## config.mk

```make
export PLATFORM = sky130hd
export DESIGN_NAME = multicycle_ctrl_fsm
export DESIGN_NICKNAME = d
export VERILOG_FILES = /design/src/rtl/cpu_ctrl_pkg.sv /design/src/rtl/ctrl_decode.sv /design/src/rtl/multicycle_ctrl_fsm.sv
export SDC_FILE = /design/constraint.sdc
export NUM_CORES = 1
export LEC_CHECK = 0
export BUFFER_PORTS_ARGS = -buffer_cell sky130_fd_sc_hd__buf_2
export CAP_MARGIN = 20
export CORE_ASPECT_RATIO = 0.5
export CORE_UTILIZATION = 35
export DETAILED_ROUTE_END_ITERATION = 12
export PLACE_DENSITY_LB_ADDON = 0.1
export SLEW_MARGIN = 20
export SYNTH_ARGS = -nofsm -noshare
export SYNTH_HDL_FRONTEND = slang
export SYNTH_SLANG_ARGS = --single-unit
```

## constraint.sdc

```tcl
create_clock -name clk -period 2 [get_ports clk]
set_input_delay 0.3 -clock clk [delete_from_list [all_inputs] [get_ports clk]]
set_output_delay 0.3 -clock clk [all_outputs]
set_load 0.005 [all_outputs]
```

## src/rtl/cpu_ctrl_pkg.sv

```systemverilog
// cpu_ctrl_pkg: state, opcode and datapath select codes shared by the multi-cycle control path and ALUControl.
package cpu_ctrl_pkg;
  localparam logic [3:0] S_IDLE      = 4'd0;
  localparam logic [3:0] S_FETCH     = 4'd1;
  localparam logic [3:0] S_DECODE    = 4'd2;
  localparam logic [3:0] S_EXEC_R    = 4'd3;
  localparam logic [3:0] S_WB_R      = 4'd4;
  localparam logic [3:0] S_EXEC_ADDR = 4'd5;
  localparam logic [3:0] S_MEM_RD    = 4'd6;
  localparam logic [3:0] S_WB_LD     = 4'd7;
  localparam logic [3:0] S_MEM_WR    = 4'd8;
  localparam logic [3:0] S_WB_I      = 4'd9;
  localparam logic [3:0] S_BRANCH    = 4'd10;
  localparam logic [3:0] S_JUMP      = 4'd11;
  localparam logic [3:0] S_TRAP      = 4'd12;
  localparam logic [2:0] OP_R    = 3'b000;
  localparam logic [2:0] OP_LW   = 3'b001;
  localparam logic [2:0] OP_SW   = 3'b010;
  localparam logic [2:0] OP_BEQ  = 3'b011;
  localparam logic [2:0] OP_ADDI = 3'b100;
  localparam logic [2:0] OP_J    = 3'b101;
  localparam logic [1:0] ALU_OP_ADD   = 2'b00;
  localparam logic [1:0] ALU_OP_SUB   = 2'b01;
  localparam logic [1:0] ALU_OP_FUNCT = 2'b10;
  localparam logic [1:0] ALU_SRC_B_REG    = 2'b00;
  localparam logic [1:0] ALU_SRC_B_CONST2 = 2'b01;
  localparam logic [1:0] ALU_SRC_B_IMM    = 2'b10;
  localparam logic [1:0] ALU_SRC_B_IMM_SH = 2'b11;
  localparam logic [1:0] PC_SRC_ALU    = 2'b00;
  localparam logic [1:0] PC_SRC_ALUOUT = 2'b01;
  localparam logic [1:0] PC_SRC_JUMP   = 2'b10;
  typedef struct packed {
    logic       pc_write;
    logic       pc_write_cond;
    logic [1:0] pc_source;
    logic       ir_write;
    logic       i_or_d;
    logic       mem_rd;
    logic       mem_wr;
    logic       reg_write;
    logic       reg_dst;
    logic       mem_to_reg;
    logic       alu_src_a;
    logic [1:0] alu_src_b;
    logic [1:0] alu_op;
  } ctrl_t;
endpackage

```

## src/rtl/ctrl_decode.sv

```systemverilog
// ctrl_decode: maps the current control state (and memory handshake) to the datapath control word.
module ctrl_decode
  import cpu_ctrl_pkg::*;
(
  input  logic [3:0] state,
  input  logic       mem_ready,
  output ctrl_t      ctrl
);
  always_comb begin
    ctrl = '0;
    case (state)
      S_FETCH: begin
        ctrl.mem_rd    = 1'b1;
        ctrl.alu_src_b = ALU_SRC_B_CONST2;
        ctrl.alu_op    = ALU_OP_ADD;
        ctrl.pc_source = PC_SRC_ALU;
        ctrl.ir_write  = mem_ready;
        ctrl.pc_write  = mem_ready;
      end
      S_DECODE: begin
        ctrl.alu_src_b = ALU_SRC_B_IMM_SH;
        ctrl.alu_op    = ALU_OP_ADD;
      end
      S_EXEC_R: begin
        ctrl.alu_src_a = 1'b1;
        ctrl.alu_src_b = ALU_SRC_B_REG;
        ctrl.alu_op    = ALU_OP_FUNCT;
      end
      S_WB_R: begin
        ctrl.reg_write = 1'b1;
        ctrl.reg_dst   = 1'b1;
      end
      S_EXEC_ADDR: begin
        ctrl.alu_src_a = 1'b1;
        ctrl.alu_src_b = ALU_SRC_B_IMM;
        ctrl.alu_op    = ALU_OP_ADD;
      end
      S_MEM_RD: begin
        ctrl.mem_rd = 1'b1;
        ctrl.i_or_d = 1'b1;
      end
      S_WB_LD: begin
        ctrl.reg_write  = 1'b1;
        ctrl.mem_to_reg = 1'b1;
      end
      S_MEM_WR: begin
        ctrl.mem_wr = 1'b1;
        ctrl.i_or_d = 1'b1;
      end
      S_WB_I: ctrl.reg_write = 1'b1;
      S_BRANCH: begin
        ctrl.alu_src_a     = 1'b1;
        ctrl.alu_src_b     = ALU_SRC_B_REG;
        ctrl.alu_op        = ALU_OP_SUB;
        ctrl.pc_write_cond = 1'b1;
        ctrl.pc_source     = PC_SRC_ALUOUT;
      end
      S_JUMP: begin
        ctrl.pc_write  = 1'b1;
        ctrl.pc_source = PC_SRC_JUMP;
      end
      default: ;
    endcase
  end
endmodule

```

## src/rtl/multicycle_ctrl_fsm.sv

```systemverilog
// multicycle_ctrl_fsm: multi-cycle CPU control sequencer with retired-instruction counter and sticky illegal-opcode trap.
module multicycle_ctrl_fsm
  import cpu_ctrl_pkg::*;
#(
  parameter int CNT_W = 32
) (
  input  logic             clk,
  input  logic             rst_n,
  input  logic [2:0]       opcode,
  input  logic             mem_ready,
  input  logic             zero,
  output logic             pc_write,
  output logic             pc_write_cond,
  output logic [1:0]       pc_source,
  output logic             ir_write,
  output logic             i_or_d,
  output logic             mem_rd,
  output logic             mem_wr,
  output logic             reg_write,
  output logic             reg_dst,
  output logic             mem_to_reg,
  output logic             alu_src_a,
  output logic [1:0]       alu_src_b,
  output logic [1:0]       alu_op,
  output logic             illegal,
  output logic [CNT_W-1:0] retired
);
  logic [3:0] state, state_d;
  logic       retire;
  logic       zero_unused;
  ctrl_t      ctrl;
  ctrl_decode u_decode (
    .state    (state),
    .mem_ready(mem_ready),
    .ctrl     (ctrl)
  );
  assign {pc_write, pc_write_cond, pc_source, ir_write, i_or_d, mem_rd, mem_wr,
          reg_write, reg_dst, mem_to_reg, alu_src_a, alu_src_b, alu_op} = ctrl;
  // zero is consumed by the PC-write gate in the datapath, not here
  assign zero_unused = zero;
  always_comb begin
    state_d = state;
    case (state)
      S_IDLE:      state_d = S_FETCH;
      S_FETCH:     state_d = mem_ready ? S_DECODE : S_FETCH;
      S_DECODE:    state_d = opcode == OP_R    ? S_EXEC_R :
                             (opcode == OP_LW || opcode == OP_SW || opcode == OP_ADDI) ? S_EXEC_ADDR :
                             opcode == OP_BEQ  ? S_BRANCH :
                             opcode == OP_J    ? S_JUMP : S_TRAP;
      S_EXEC_R:    state_d = S_WB_R;
      S_EXEC_ADDR: state_d = opcode == OP_LW ? S_MEM_RD : opcode == OP_SW ? S_MEM_WR : S_WB_I;
      S_MEM_RD:    state_d = mem_ready ? S_WB_LD : S_MEM_RD;
      S_MEM_WR:    state_d = mem_ready ? S_FETCH : S_MEM_WR;
      S_WB_R, S_WB_LD, S_WB_I, S_BRANCH, S_JUMP: state_d = S_FETCH;
      S_TRAP:      state_d = S_TRAP;
      default:     state_d = S_IDLE;
    endcase
  end
  // a FETCH wait loop or the first fetch after reset is not a retirement
  assign retire = state_d == S_FETCH && state != S_FETCH && state != S_IDLE;
  always_ff @(posedge clk or negedge rst_n) begin
    if (!rst_n) begin
      state   <= S_IDLE;
      retired <= '0;
      illegal <= 1'b0;
    end else begin
      state <= state_d;
      if (retire) retired <= retired + CNT_W'(1);
      if (state_d == S_TRAP) illegal <= 1'b1;
    end
  end
endmodule

```

==> run_results.csv, run 1 <==
group,metric,value,unit
sta,slew_viol_final,0,
sta,fmax,511.2,MHz
layout,antennaDiodeCount,0,
route,num_vias,2126,
layout,drive_gt1_share,50.45,%
power,ir_drop,0.6038,mV
global_route,antenna_found_initial,0,
setup_path,reg2regPathDepth,9,
placement,placed_cell_area,3095,um2
floorplanning,die_y,61.03,um
setup_path,startpoint_type,"flip-flop",
yosys,syn_nets,242,
hold_path,hold_class,"input pin to asynchronous set/reset pin",
layout,fin_nets,344,
clock_tree,h-tree-depth,2,
placement,placed_cells,412,
sta,setup_viol,0,
power,p_clk_share,17.2,%
global_route,grt_pass1_wl,9542,um
sta,clock_skew,0.007382,ns
power,pwr-share-seq,21.1,%
clock_tree,clk_latency,0.28,ns
yosys,seq_area_frac_synth,37.97,%
setup_path,cp-end-kind,"flip-flop",
yosys,synth_flop_cell,"dfrtp_1",
clock_tree,cts-root-buf,"clkbuf_16",
placement,globalplace.congestion,0.7726,
yosys,synthArstFlopShare,100.0,%
floorplanning,die_w,120.0,um
route,viasPerCell,4.956,
setup_path,r2r_slack,0.04,ns
setup_path,required,2.17,ns
global_route,grt_max_degree,38,
yosys,syn_area,2439,um2
layout,final_cells,429,
layout,syn_to_final_growth,41.66,%
route,wl_per_cell,14.48,um
route,totalWireLength,6211,um
run,maxCapViolCount,0,
route,drt_drc_violations_left,1,
clock_tree,clk_pin_slew,0.06,ns
power,internal_power,2.822,mW
sta,finalHoldViolCount,0,
power,power.leakage,1.667,nW
yosys,yosys-top-cells-count,"37 x dfrtp_1, 25 x nor2_1, 23 x xnor2_1, 14 x nand2_1, 13 x nand4_2",
sta,timing.setup.tns,0,ns
floorplanning,start_util,36.40,%
yosys,ys_types,55,
power,power_frac_comb,61.7,%
layout,design_area,3455,um2
route,detail-route-antenna-nets,0,
global_route,grt_pass1_vias,1940,
placement,io_buffers,54,
clock_tree,cts_sinks,37,
route,drt_iter0_markers,81,
yosys,post-synth-top-count-cell,"dfrtp_1",
clock_tree,cts_tree,"done",
clock_tree,cts_hold_buf,0,
yosys,avgSynthCellArea,10.42,um2
sta,rsz0062_at_grt,"yes",
setup_path,crit_arrival,2.13,ns
sta,fin_hold_ws,0.06679,ns
floorplanning,ioPinCount,56,
sta,worst_slew_pin_slew,0.4960,ns
power,fin_total_pwr,4.741,mW
power,swShare,40.48,%
placement,dp_hpwl,4352,um
power,switchingPower,1.920,mW
setup_path,crit_type,"flip-flop to flip-flop",
setup_path,r2r-start,"state[0]",
route,drt_pass1_iterations,8,
setup_path,timing.rr.end,"retired[23]",
sta,min_period_over_period,97.80,%
clock_tree,cts_buffers,5,
yosys,syn_inst,234,
yosys,synth_top_area_share,37.97,%
floorplanning,core,6700,um2
yosys,yosys.area.top_type,"dfrtp_1",
setup_path,worst-path-max-fanout,7,
floorplanning,die_area,7326,um2
clock_tree,cts_buffer_depth,2,
global_route,grtUsageTotal,16.89,%
power,powerDensity,1373,nW/um2
yosys,synth_area_leaders,"dfrtp_1 38%, xnor2_1 8.3%, nand4_2 6.7%",
yosys,synth_edf_count,0,
sta,relSlewSlack,66.68,%
floorplanning,rows,21,
yosys,ys_ff_latch,37,
yosys,ys_warn_count,0,
run_status,violations,"design-rule violations",
global_route,overflow,0,
run_status,outcome,"complete, but fails checks",
sta,min_period,1.956,ns
[kinds of logic after synthesis]
| kind of cell | Yosys count | synth area share, % |
|---|---|---|
| fa+ha+maj | 1 | 0.5130 |
| xor+xnor | 33 | 11.85 |
| flops | 37 | 37.97 |
| compound gates | 25 | 9.493 |
| simple gates | 117 | 34.22 |
| mux | 1 | 0.4617 |
| buf+inv | 20 | 5.489 |
[state kept, by name, summed over array words and instances, names as in the netlist]
| name | cells |
|---|---|
| illegal | 1 |
| retired | 32 |
| state | 4 |
[cell usage in the layout (no fill, tap or decap), drive strengths merged, types with 2 or more instances in the layout]
cell type	instances
a21oi	4
and2	5
and3	10
and4	2
buf	108
clkbuf	7
clkinv	2
dfrtp	37
inv	6
nand2	15
nand2b	4
nand3	12
nand3b	2
nand4	20
nand4bb	2
nor2	25
nor3	10
nor3b	2
o21ai	5
o221ai	2
o311ai	2
or2	2
xnor2	23
xor2	10
[layer usage]
layer | track usage [%] | vias up | part of all wire (%)
met5 | 0 | - | 0
met4 | 5.714 | 0 | 0.71
met3 | 3.611 | 5 | 4.0
met2 | 26.77 | 52 | 45
met1 | 23.36 | 1030 | 50
li1 | - | 1039 | -
[area by class of cell]
cell class	instances	area, um2
Clock inverter	2	13.76
Clock buffer	6	138.9
Sequential cell	37	929.6
Tap cell	92	115.1
Multi-Input combinational cell	177	1485
Fill cell	632	3246
Inverter	6	22.52
Timing Repair Buffer	109	749.5
[how the worst max path moves through the flow]
stage	start	endpoint
5_1_grt	state[0]	retired[18]
3_3_place_gp	state[0]	retired[18]
2_1_floorplan	state[0]	retired[1]
6_report	state[0]	retired[23]
3_5_place_dp	state[0]	retired[18]
4_1_cts	state[0]	retired[1]
[power groups by stage]
stage	clock network, mW	logic, mW	registers (mW)
global placement	0	2.43	1.02
global route	0.873	3.17	1.02
floorplan	0	1.58	0.970
CTS	0.831	2.48	1.02
finish	0.813	2.93	1.00
detailed placement	0	2.46	1.02
[repair_timing]
action	CTS	global route
endpoints found under the setup margin	32	32
pin swaps	0	10
gates cloned	0	1
buffers inserted	0	8
gates resized for setup	4	22
[worst max-delay path, cell delays in order, from the launching register on]
cell	delay [ns]
dfrtp_2	0.44
buf_6	0.14
buf_6	0.10
nand2_4	0.04
a31o_1	0.22
o221ai_4	0.24
and2_4	0.27
clkbuf_16	0.18
nand4_4	0.07
xnor2_1	0.14
[per-stage QoR]
stage | util, % | setup WS (ns)
after detailed placement | 46.20 | -0.1389
after floorplan | - | 0.06685
after global placement | 46.20 | -0.08539
after global routing | 51.56 | -0.05079
after CTS | 48.70 | 0.009368
final | 51.56 | 0.04396
Power figures use the tool's default switching activity.
==> run 2, diff against run 1 <==
ABC_AREA = 1   (was not set)
==> run 2 against run 1 <==
Compared with the run above: the flow now finishes without violations; global-route usage up 2.7 points; maximum frequency up 8.7%; area after synthesis up 12%; wire length up 22%; sequential cell count unchanged; via count up 34%; setup slack better by 0.16 ns; utilization down 7.2 points; highest routed layer unchanged.
==> run_results.csv, run 2 <==
group,metric,value,unit
power,switchingPower,1.584,mW
layout,top_regs,"retired: 32 flops, state: 4 flops, illegal: 1 flops",
route,totalWireLength,7567,um
clock_tree,clk_latency,0.28,ns
run_status,outcome,"complete, no violations",
yosys,ys_warn_count,0,
power,powerDensity,1021,nW/um2
sta,fin_hold_ws,0.4634,ns
power,power.leakage,1.779,nW
yosys,syn_nets,441,
yosys,seq_area_frac_synth,33.90,%
sta,timing.setup.tns,0,ns
route,drt_iter0_markers,153,
floorplanning,ioPinCount,56,
route,viasPerCell,4.842,
layout,final_common_cell,"nand2_1",
hold_path,hold_class,"input pin to flip-flop",
layout,fillers,840,
setup_path,cp-startpoint,"retired[1]",
setup_path,r2r-start,"retired[1]",
floorplanning,start_util,36.75,%
sta,finalHoldViolCount,0,
power,internal_power,1.780,mW
placement,globalplace.congestion,0.8716,
yosys,synth_compound_area_share,2.016,%
layout,fin_nets,501,
clock_tree,cts_sinks,37,
sta,relSlewSlack,76.85,%
route,top_layer,"met4",
route,drt_pass1_iterations,4,
sta,clock_skew,0.003385,ns
global_route,grtUsageTotal,19.56,%
floorplanning,die_area,8183,um2
hold_path,holdCritStartpoint,"mem_ready",
setup_path,crit_arrival,1.97,ns
yosys,synth_area_leaders,"dfrtp_1 34%, nand2_1 27%, nor2_1 9.5%",
setup_path,required,2.17,ns
setup_path,r2r_slack,0.20,ns
yosys,avgSynthCellArea,6.308,um2
setup_path,path_common_cell,"nand2_1",
route,wl_per_cell,12.83,um
sta,rsz0062_at_grt,"no",
yosys,synth_top_area_share,33.90,%
sta,setup_viol,0,
route,drt_drc_violations_left,0,
clock_tree,cts_buffer_depth,2,
layout,largest_reg_flops,32,
route,detail-route-antenna-nets,0,
placement,dp_hpwl,5640,um
setup_path,crit_buf_inv,1,
global_route,grt_pass1_vias,2541,
clock_tree,cts_tree,"done",
layout,syn_to_final_growth,20.61,%
layout,layout_common_cells,"197 x nand2_1, 69 x nor2_1, 54 x buf_2",
global_route,antenna_found_initial,0,
sta,fmax,555.5,MHz
yosys,ys_ff_latch,37,
route,wl_met2,3022,um
floorplanning,die_w,126.9,um
setup_path,cp-end-kind,"flip-flop",
global_route,overflow,0,
clock_tree,clk_pin_slew,0.06,ns
power,power_frac_comb,49.9,%
yosys,synthAdderAreaFrac,0.4581,%
yosys,synth_edf_count,0,
setup_path,startpoint_type,"flip-flop",
sta,min_period,1.800,ns
floorplanning,core,7432,um2
route,route.met3.wl,328,um
floorplanning,die_y,64.47,um
yosys,synth_xor_area_share,3.848,%
setup_path,crit_family,"simple AND/OR/NAND/NOR gates",
yosys,yosys.area_share.simple,53.46,%
route,wl_met1,4182,um
global_route,grt_pass1_wl,12730,um
yosys,yosys-top-cells-count,"197 x nand2_1, 69 x nor2_1, 37 x dfrtp_1, 34 x nand4_1, 24 x inv_1",
yosys,synthArstFlopShare,100.0,%
setup_path,worst-path-max-fanout,4,
yosys,post-synth-top-count-cell,"nand2_1",
clock_tree,h-tree-depth,2,
power,swShare,47.08,%
layout,regMostFlops,"retired",
floorplanning,rows,22,
yosys,synth_top_family_by_area,"simple AND/OR/NAND/NOR gates",
power,p_clk_share,22.4,%
yosys,syn_area,2731,um2
yosys,syn_inst,433,
layout,drive_gt1_share,17.21,%
clock_tree,cts-root-buf,"clkbuf_16",
layout,antennaDiodeCount,0,
sta,slew_viol_final,0,
global_route,grt_max_degree,38,
yosys,synth_flop_cell,"dfrtp_1",
setup_path,crit_type,"flip-flop to flip-flop",
run,maxCapViolCount,0,
power,pwr-share-seq,27.7,%
setup_path,crit_chain,"ha_1 > inv_1 > nor2_1 > nand2_1 > nor2_1 > nand2_1 > nand2_1 > nand2_1 > nand4_1 > nand2_1",
yosys,yosys.area.top_type,"dfrtp_1",
power,ir_drop,0.6145,mV
placement,io_buffers,54,
yosys,synthMuxAreaShare,0,%
route,num_vias,2857,
sta,worst_slew_pin_slew,0.3472,ns
sta,min_period_over_period,90.01,%
setup_path,cpMaxStageDelayCell,"dfrtp_1",
setup_path,max_stage_delay,0.39,ns
clock_tree,cts_buffers,5,
yosys,ys_types,21,
power,fin_total_pwr,3.364,mW
run 2: area by class of cell:
cell class,count,area [um2],area share (%)
clock buffer,6,128.9,3.912
clock inverter,2,10.01,0.3038
inverter,26,97.59,2.962
multi-input combinational,357,1633,49.56
sequential,37,925.9,28.10
tap,96,120.1,3.646
timing repair buffer,66,379.1,11.51
run 2: power by group through the flow:
stage / Clock (mW) / Sequential (mW) / Combinational, mW
global route: 0.818 / 0.945 / 1.87
floorplan: 0 / 0.938 / 1.17
CTS: 0.782 / 0.932 / 1.69
global placement: 0 / 0.943 / 1.67
detailed placement: 0 / 0.946 / 1.69
finish: 0.755 / 0.931 / 1.68
run 2: stage by stage:
| step | instances | setup WS, ns | instance area (um2) | utilization [%] |
|---|---|---|---|---|
| 6_report | 590 | 0.1998 | 3294 | 44.33 |
| 5_1_grt | 590 | 0.02318 | 3294 | 44.33 |
| 4_1_cts | 590 | 0.1607 | 3291 | 44.28 |
| 3_5_place_dp | 581 | 0.1724 | 3142 | 42.27 |
| 3_3_place_gp | 581 | 0.1958 | 3142 | 42.27 |
| 2_1_floorplan | 433 | 0.2938 | 2731 | - |
run 2: cell families (layout without fill, tap and decap cells):
family	after synthesis	in the layout
xor+xnor	12	12
fa+ha+maj	1	1
flops	37	37
simple gates	334	334
buf+inv	39	100
compound gates	10	10
run 2: path summary, 6_finish.rpt:
kind,end,cells after the start
min in group asynchronous,retired[1],3
max reg2reg,retired[26],10
min,state[3],4
min reg2reg,illegal,1
max,retired[26],10
max in group asynchronous,retired[20],3
run 2: timing repair:
action | in CTS | in global routing
buffers inserted | 0 | 0
setup endpoints to repair | 0 | 14
endpoints found under the hold margin | 37 | 0
resized for setup | 0 | 1
hold buffers | 1 | 0
run 2: worst min-delay path, cell delays in order:
cell	delay [ns]
buf_2	0.11
inv_1	0.07
o211ai_1	0.09
nand3_2	0.12
run 2: layer usage:
layer | up-vias | global-route usage, %
li1 | 1503 | -
met1 | 1281 | 29.33
met2 | 69 | 29.40
met3 | 4 | 3.468
met4 | 0 | 3.571
met5 | - | 0
